[config.mk]
export PLATFORM = sky130hd
export DESIGN_NAME = cacheline_adaptor
export DESIGN_NICKNAME = d
export VERILOG_FILES = /design/src/rtl/cacheline_adaptor_pkg.sv /design/src/rtl/cacheline_adaptor_line_buffer.sv /design/src/rtl/cacheline_adaptor.sv
export SDC_FILE = /design/constraint.sdc
export NUM_CORES = 1
export LEC_CHECK = 0
export CORE_AREA = 2 2 274 276
export DETAILED_ROUTE_END_ITERATION = 6
export DIE_AREA = 0 0 276 278
export SLEW_MARGIN = 40
export SYNTH_ARGS = -nofsm -noshare
export SYNTH_HDL_FRONTEND = slang
export SYNTH_HIERARCHICAL = 1
export SYNTH_SLANG_ARGS = --single-unit
[constraint.sdc]
create_clock -name clk -period 2.43 [get_ports clk]
set_input_delay 0.729 -clock clk [delete_from_list [all_inputs] [get_ports clk]]
set_output_delay 0.729 -clock clk [all_outputs]
set_load 0.1 [all_outputs]
[src/rtl/cacheline_adaptor_pkg.sv]
// Shared types and constants for the cache-line to burst adaptor.
package cacheline_adaptor_pkg;

    typedef enum logic [2:0] {
        IDLE,
        READ,
        READ_DONE,
        WRITE,
        WRITE_DONE
    } state_t;

    localparam int BEATS  = 4;
    localparam int BEAT_W = 64;

endpackage

[src/rtl/cacheline_adaptor_line_buffer.sv]
// Beat storage: a write line loaded whole and sliced out per beat, and a read
// line assembled one beat at a time. Kept separate so a write never disturbs read data.
module line_buffer #(
    parameter int LINE_W = 256,
    parameter int BEAT_W = 64,
    parameter int IDX_W  = $clog2(LINE_W / BEAT_W)
) (
    input  logic              clk,
    input  logic              srst,
    input  logic              load_line,
    input  logic [LINE_W-1:0] line_in,
    input  logic              load_beat,
    input  logic [BEAT_W-1:0] beat_in,
    input  logic [IDX_W-1:0]  index,
    output logic [LINE_W-1:0] line_out,
    output logic [BEAT_W-1:0] beat_out
);

    localparam int N = LINE_W / BEAT_W;

    logic [BEAT_W-1:0] wr_beats [N];

    genvar gi;
    generate
        for (gi = 0; gi < N; gi++) begin : g_slot
            logic [BEAT_W-1:0] wr_slot_reg;
            logic [BEAT_W-1:0] rd_slot_reg;

            always_ff @(posedge clk) begin
                if (srst) begin
                    wr_slot_reg <= '0;
                    rd_slot_reg <= '0;
                end else begin
                    if (load_line)
                        wr_slot_reg <= line_in[gi*BEAT_W +: BEAT_W];
                    if (load_beat && index == IDX_W'(gi))
                        rd_slot_reg <= beat_in;
                end
            end

            assign wr_beats[gi]                   = wr_slot_reg;
            assign line_out[gi*BEAT_W +: BEAT_W] = rd_slot_reg;
        end
    endgenerate

    assign beat_out = wr_beats[index];

endmodule

[src/rtl/cacheline_adaptor.sv]
// Converts single-cycle cache line requests into multi-beat memory bursts.
// Requests are only sampled in IDLE; the beat counter indexes the line buffer.
module cacheline_adaptor
    import cacheline_adaptor_pkg::*;
#(
    parameter int s_offset = 5,
    parameter int s_line   = 256,
    parameter int s_burst  = BEAT_W
) (
    input  logic               clk,
    input  logic               rst,

    input  logic [31:0]        pmem_address,
    input  logic               pmem_read,
    input  logic               pmem_write,
    input  logic [s_line-1:0]  pmem_wdata256,
    output logic [s_line-1:0]  pmem_rdata256,
    output logic               pmem_resp,

    output logic [31:0]        burst_address,
    output logic               burst_read,
    output logic               burst_write,
    output logic [s_burst-1:0] burst_wdata,
    input  logic [s_burst-1:0] burst_rdata,
    input  logic               burst_resp
);

    localparam int N_BEATS = s_line / s_burst;
    localparam int CNT_W   = $clog2(N_BEATS);
    localparam logic [CNT_W-1:0] LAST_BEAT  = CNT_W'(N_BEATS - 1);
    localparam logic [31:0]      ALIGN_MASK = ~((32'd1 << s_offset) - 32'd1);

    state_t            state_reg;
    logic [CNT_W-1:0]  count_reg;
    logic [31:0]       addr_reg;
    logic [s_burst-1:0] wr_beat;
    logic              load_line;
    logic              load_beat;

    assign load_line = (state_reg == IDLE) && !pmem_read && pmem_write;
    assign load_beat = (state_reg == READ) && burst_resp;

    always_ff @(posedge clk) begin
        if (rst) begin
            state_reg <= IDLE;
            count_reg <= '0;
            addr_reg  <= '0;
        end else begin
            case (state_reg)
                IDLE: begin
                    count_reg <= '0;
                    // Read wins when both requests are present.
                    if (pmem_read) begin
                        addr_reg  <= pmem_address;
                        state_reg <= READ;
                    end else if (pmem_write) begin
                        addr_reg  <= pmem_address;
                        state_reg <= WRITE;
                    end
                end
                READ, WRITE: begin
                    if (burst_resp) begin
                        if (count_reg == LAST_BEAT) begin
                            count_reg <= '0;
                            state_reg <= (state_reg == READ) ? READ_DONE : WRITE_DONE;
                        end else begin
                            count_reg <= count_reg + 1'b1;
                        end
                    end
                end
                READ_DONE, WRITE_DONE: state_reg <= IDLE;
                default: state_reg <= IDLE;
            endcase
        end
    end

    line_buffer #(
        .LINE_W (s_line),
        .BEAT_W (s_burst),
        .IDX_W  (CNT_W)
    ) u_line_buffer (
        .clk       (clk),
        .srst      (rst),
        .load_line (load_line),
        .line_in   (pmem_wdata256),
        .load_beat (load_beat),
        .beat_in   (burst_rdata),
        .index     (count_reg),
        .line_out  (pmem_rdata256),
        .beat_out  (wr_beat)
    );

    assign burst_read    = (state_reg == READ);
    assign burst_write   = (state_reg == WRITE);
    assign pmem_resp     = (state_reg == READ_DONE) || (state_reg == WRITE_DONE);
    assign burst_address = (burst_read || burst_write) ? (addr_reg & ALIGN_MASK) : 32'd0;
    assign burst_wdata   = burst_write ? wr_beat : '0;

endmodule

# Word level (Yosys, flattened, before mapping)
# Cells that the tools add are included.
# totals
regBits,549
latch_bits,0
ramBits,0
mem_bits_ro,0
in_bits,357
output_inout_bits,355
memories,0
# classes
addsub,1
mul,0
div_mod_pow,0
magnitude_cmp,1
n_eq_ne,10
shift,0
muxes,16
bitwise,1
reduce_logical,18
# ops
op,count
$mux W64,3
$bmux W64 S2,1
$mux W32,3
$mux W3,5
$logic_and A1 B1 Y1,7
$eq A3 B2 Y1 const B,2
$pmux W3 S2,1
$eq A2 B2 Y1 const B,2
$mux W2,2
$ne A2 B2 Y1 const B,2
$pmux W2 S2,1
$reduce_and A2 Y1,2
$reduce_bool A2 Y1,2
$eq A3 B1 Y1 const B,1
$eq A3 B3 Y1 const B,1
$ge A3 B3 Y1 const B,1
$logic_not A3 Y1,1
$ne A3 B3 Y1 const B,1
$not A2 Y3,1
$reduce_and A3 Y1,1
$add A2 B1 Y2 const B,1
$eq A2 B1 Y1 const B,1
$logic_not A2 Y1,1
$logic_or A1 B1 Y1,2
2 further kinds,2

# Logic depth before layout (Yosys ltp)
# logic_depth
ltp_word,5
mapped_depth,7

# Hierarchy
# The synthesis kept the hierarchy.
# by_module_without_submodules
module,n_inst,cells_per_inst,area_per_inst_um2,seq_area_each_um2
line_buffer,1,1803,20568.5,10249.8
cacheline_adaptor,1,265,2218.4,640.6

# Least setup slack after synthesis
# No wires, ideal clock.
# synth_timing
path_kind,register to register
from,register state_reg[1]
to,register u_line_buffer.g_slot[0].rd_slot_reg[10]
setup_ns,0.072
arrival_time_ns,2.909
required_ns,2.358
setup_slack_ns,-0.551
path_stages_with_launch,8
n_path_buf,3
synth_period_minus_slack_ns,2.981
cell_sequence,dfxtp_1 > buf_2 > nor2_1 > and2_1 > nor3b_1 > buf_2 > buf_4 > mux2i_1
# synth_between
elab_chain_len,3
# synth_lines
element,line,text
from (decl),cacheline_adaptor.sv:33,state_t state_reg;
from (signal assigned),cacheline_adaptor.sv:65,state_reg <= (state_reg == READ) ? READ_DONE : WRITE_DONE;
$eq A3 B1 Y1,-,
via burst_read,cacheline_adaptor.sv:21,"output logic burst_read,"
$logic_and A1 B1 Y1,cacheline_adaptor.sv:41,assign load_beat = (state_reg == READ) && burst_resp;
via load_beat,cacheline_adaptor.sv:38,logic load_beat;
$logic_and A1 B1 Y1,cacheline_adaptor_line_buffer.sv:36,if (load_beat && index == IDX_W'(gi))
to (signal assigned),cacheline_adaptor_line_buffer.sv:37,rd_slot_reg <= beat_in;
to (decl),cacheline_adaptor_line_buffer.sv:27,logic [BEAT_W-1:0] rd_slot_reg;
# The timed path passes the listed nets, and every way through them passes these cells.
# A chain may end at the register's enable or synchronous reset.

# Worst setup path after layout
# layout_timing
from,register count_reg[0]
to,output burst_wdata[35]
# layout_between
elab_chain_len,5
# layout_lines
element,line,text
from (decl),cacheline_adaptor.sv:34,logic [CNT_W-1:0] count_reg;
from (signal assigned),cacheline_adaptor.sv:67,count_reg <= count_reg + 1'b1;
$not A2 Y3 (implied by the code),cacheline_adaptor_line_buffer.sv:46,assign beat_out = wr_beats[index];
$bmux W64 S2,cacheline_adaptor_line_buffer.sv:46,
$mux W64 (implied by the code) (2 in a row),cacheline_adaptor_line_buffer.sv:46,
via wr_beat[35],cacheline_adaptor.sv:36,logic [s_burst-1:0] wr_beat;
$mux W64,cacheline_adaptor.sv:97,assign burst_wdata = burst_write ? wr_beat : '0;
to (decl),cacheline_adaptor.sv:23,"output logic [s_burst-1:0] burst_wdata,"
# The timed path passes the listed nets, and every way through them passes these cells. The select of a mux whose other input is x is not followed.

==> impl_metrics.yaml <==
clock_network:
  cts-root-buf: "clkbuf_16"
  cts_tree: "built"
  clk_latency_ps: 620
  cts_made_buffers: 61
  h-tree-depth: 2
  clockBufferDepth: 3
  clkSlewWorstSetupHoldPaths_ps: 60
  ctsHoldBuffers: 0
  cts_sinks: 544
yosys:
  synth_area_leaders: "dfxtp_1 (48%), mux2i_1 (24%), nand2b_1 (10%)"
  seq_area_frac_synth_pct: 47.8
  synth_cells: 2068
  synth_top_family_by_area: "multiplexers"
  yosysMostFrequentCell: "dfxtp_1"
  async_reset_ff_share_pct: 0
  ys_types: 32
  synth-xor-area-share_pct: 0.0384
  synth_flop_cell: "dfxtp_1"
  synth_mux_area_share_pct: 30.1
  synthAdderAreaFrac_pct: 0.0549
  yosysTopAreaCellShare_pct: 47.8
  synth_compound_area_share_pct: 0.176
  syn_avg_cell_area_um2: 11.0
  synth_edf_count: 0
  netlist_top_cells_count: "dfxtp_1 (544), mux2i_1 (541), nand2b_1 (377)"
  yosysTopAreaCell: "dfxtp_1"
  synth.ff_latch_count: 544
  yosysWarnings: 6
  synthSimpleGateAreaFrac_pct: 17.6
  synth_area_um2: 22800
grt:
  grt_pass1_vias: 18400
  grt_pass1_wl_um: 117000
  grt_start_max_net_pins: 135
  antenna_found_initial: 27
  grt_overflow: 0
  grt_usage_pct: 19.7
placement:
  dpl.hpwl_um: 58900
  place_congestion: 0.841
  dpl.cell_count: 3681
  portBuffers: 701
  dpl_cell_area_um2: 31900
final_layout:
  fin_area_um2: 34700
  final_layout_size_suffix_gt1_share_pct: 26.4
  nets: 3160
  finalNonFillerCells: 3844
  fillers: 6807
  area_delta_synth_final_pct: 52.1
floorplanning:
  die_h_um: 278
  core_area_um2: 73800
  die_area_um2: 76700
  num_rows: 100
  die_w_um: 276
  num_io_pins: 712
  initial_core_util_pct: 30.9
critical_path:
  critPathKind: "reg -> out"
  start_kind: "flop"
  worst-path-buf-inv: 3
  cp_max_fo: 6
  cp.arrival_ps: 2220
  slowest_stage: "mux4_2"
  cpMostUsedCell: "buf_12"
  cp_cell_sequence: "buf_12 -> buf_6 -> mux4_2 -> and3_4 -> buf_12"
  cpPeakStageDelay_ps: 540
  critPathTopFamily: "multiplexers"
  endpoint_kind: "output port"
  required_ps: 1700
sta:
  rsz0062_at_grt: "yes"
  finalCritPeriodShare_pct: 121
  setup_viol: 92
  worstMarginPinSlew_ps: 634
  fin_ws_ps: -522
  layout_min_cycle_time_ps: 2950
  hold_violations: 0
  max_freq_ghz: 0.339
  finClkSkew_ps: 22.3
  drv_slew: 0
  slew_headroom_pct: 57.7
detailed_routing:
  drc_errors: 30
  ant_nets: 0
  wirelength_um: 78700
  drt-initial-drc-count: 815
  via_per_inst: 4.61
  via_count: 17700
  drtPass1Iterations: 7
  routedWlPerCell_um: 20.5
pwr:
  power_density_nw_per_um2: 670
  peakVddDrop_mv: 0.549
  total_power_mw: 23.2
  p_leak_nw: 14.7
worst_hold_path:
  min_path_type: "reg -> reg"
outcome:
  violations: "design-rule violations, negative setup slack"
  status: "finished, violations left"
flow_run:
  max_cap_violations: 0
tightest hold or removal path, cell delays in order, from the launching register on:
cell and delay (ps):
dfxtp_1 310, nand2b_1 60, mux2i_1 60
cells by family after synthesis:
family	count (synthesis)
simple gates	743
mux	605
flops	544
buf+inv	167
compound gates	6
fa+ha+maj	1
other cells	1
xor+xnor	1
path summary, 6_finish.rpt:
kind                                    from                                       to  slack, ps  cells past startpoint
worst min register to register  addr_reg[18]                             addr_reg[18]        470                      2
worst max register to register  state_reg[1]  u_line_buffer/g_slot[1].wr_slot_reg[24]        250                      9
worst max-delay path            count_reg[0]                          burst_wdata[35]       -520                      5
worst min-delay path            addr_reg[18]                             addr_reg[18]        470                      2
where the power goes:
group	leakage, nW	internal (mW)	switching [mW]
Combinational	9.24	2.02	2.38
Sequential	4.42	9.32	0.234
Clock	1.01	5.44	3.81
Total	14.7	16.8	6.43
layout make-up:
type / count / area, um^2 / area share [%]
multi-input cells: 1361 / 11400 / 32.7
flip-flops and latches: 544 / 10900 / 31.5
repair buffers: 833 / 9090 / 26.2
clock buffers: 102 / 1950 / 5.63
well taps: 969 / 1210 / 3.50
clock inverters: 12 / 92.6 / 0.267
diodes: 22 / 55.1 / 0.159
inverters: 1 / 3.75 / 0.0108
repair_timing:
action / 4_1_cts / 5_1_grt
pin swaps: 28 / 5
cloned: 6 / 1
setup endpoints to repair: 94 / 93
resized for setup: 75 / 20
buffers inserted: 18 / 4
cell usage in the layout (no fill, tap or decap), drive strengths merged:
master	synthesis	layout
a21oi	3	3
and2	29	29
and2b	1	1
and3	65	65
buf	116	482
clkbuf	50	103
clkdlybuf4s50	0	350
clkinv	0	9
clkinvlp	0	1
conb	1	5
dfxtp	544	544
diode	0	22
ha	1	1
inv	1	3
mux2i	541	541
mux4	64	64
nand2	2	2
nand2b	377	377
nand3	1	1
nand3b	3	3
nand4b	1	1
nor2	258	258
nor3	1	1
nor3b	2	2
o21a	1	1
o21ba	1	1
o31ai	1	1
or2	1	1
or3	1	1
or4	1	1
xnor2	1	1
through the flow:
step | util [%] | TNS (ps) | setup slack (ps) | hold slack [ps]
finish | 47.0 | -34840 | -522 | 472
global placement | 43.2 | -23.0 | -13.4 | 454
floorplan | - | 0 | 52.9 | 444
CTS | 46.8 | -41130 | -567 | 475
detailed placement | 43.2 | -4.16 | -4.16 | 458
global route | 47.0 | -41730 | -583 | 487
per-layer routing:
layer | share of wire (%) | up-vias | wire length (um) | GRT usage (%)
li1 | - | 8485 | - | -
met1 | 40 | 8588 | 31600 | 23.0
met2 | 50 | 484 | 39000 | 33.6
met3 | 5.7 | 153 | 4490 | 4.63
met4 | 4.6 | 2 | 3650 | 10.7
met5 | 0.017 | - | 13 | 0
Note: power is estimated with default switching activity, not from simulation.
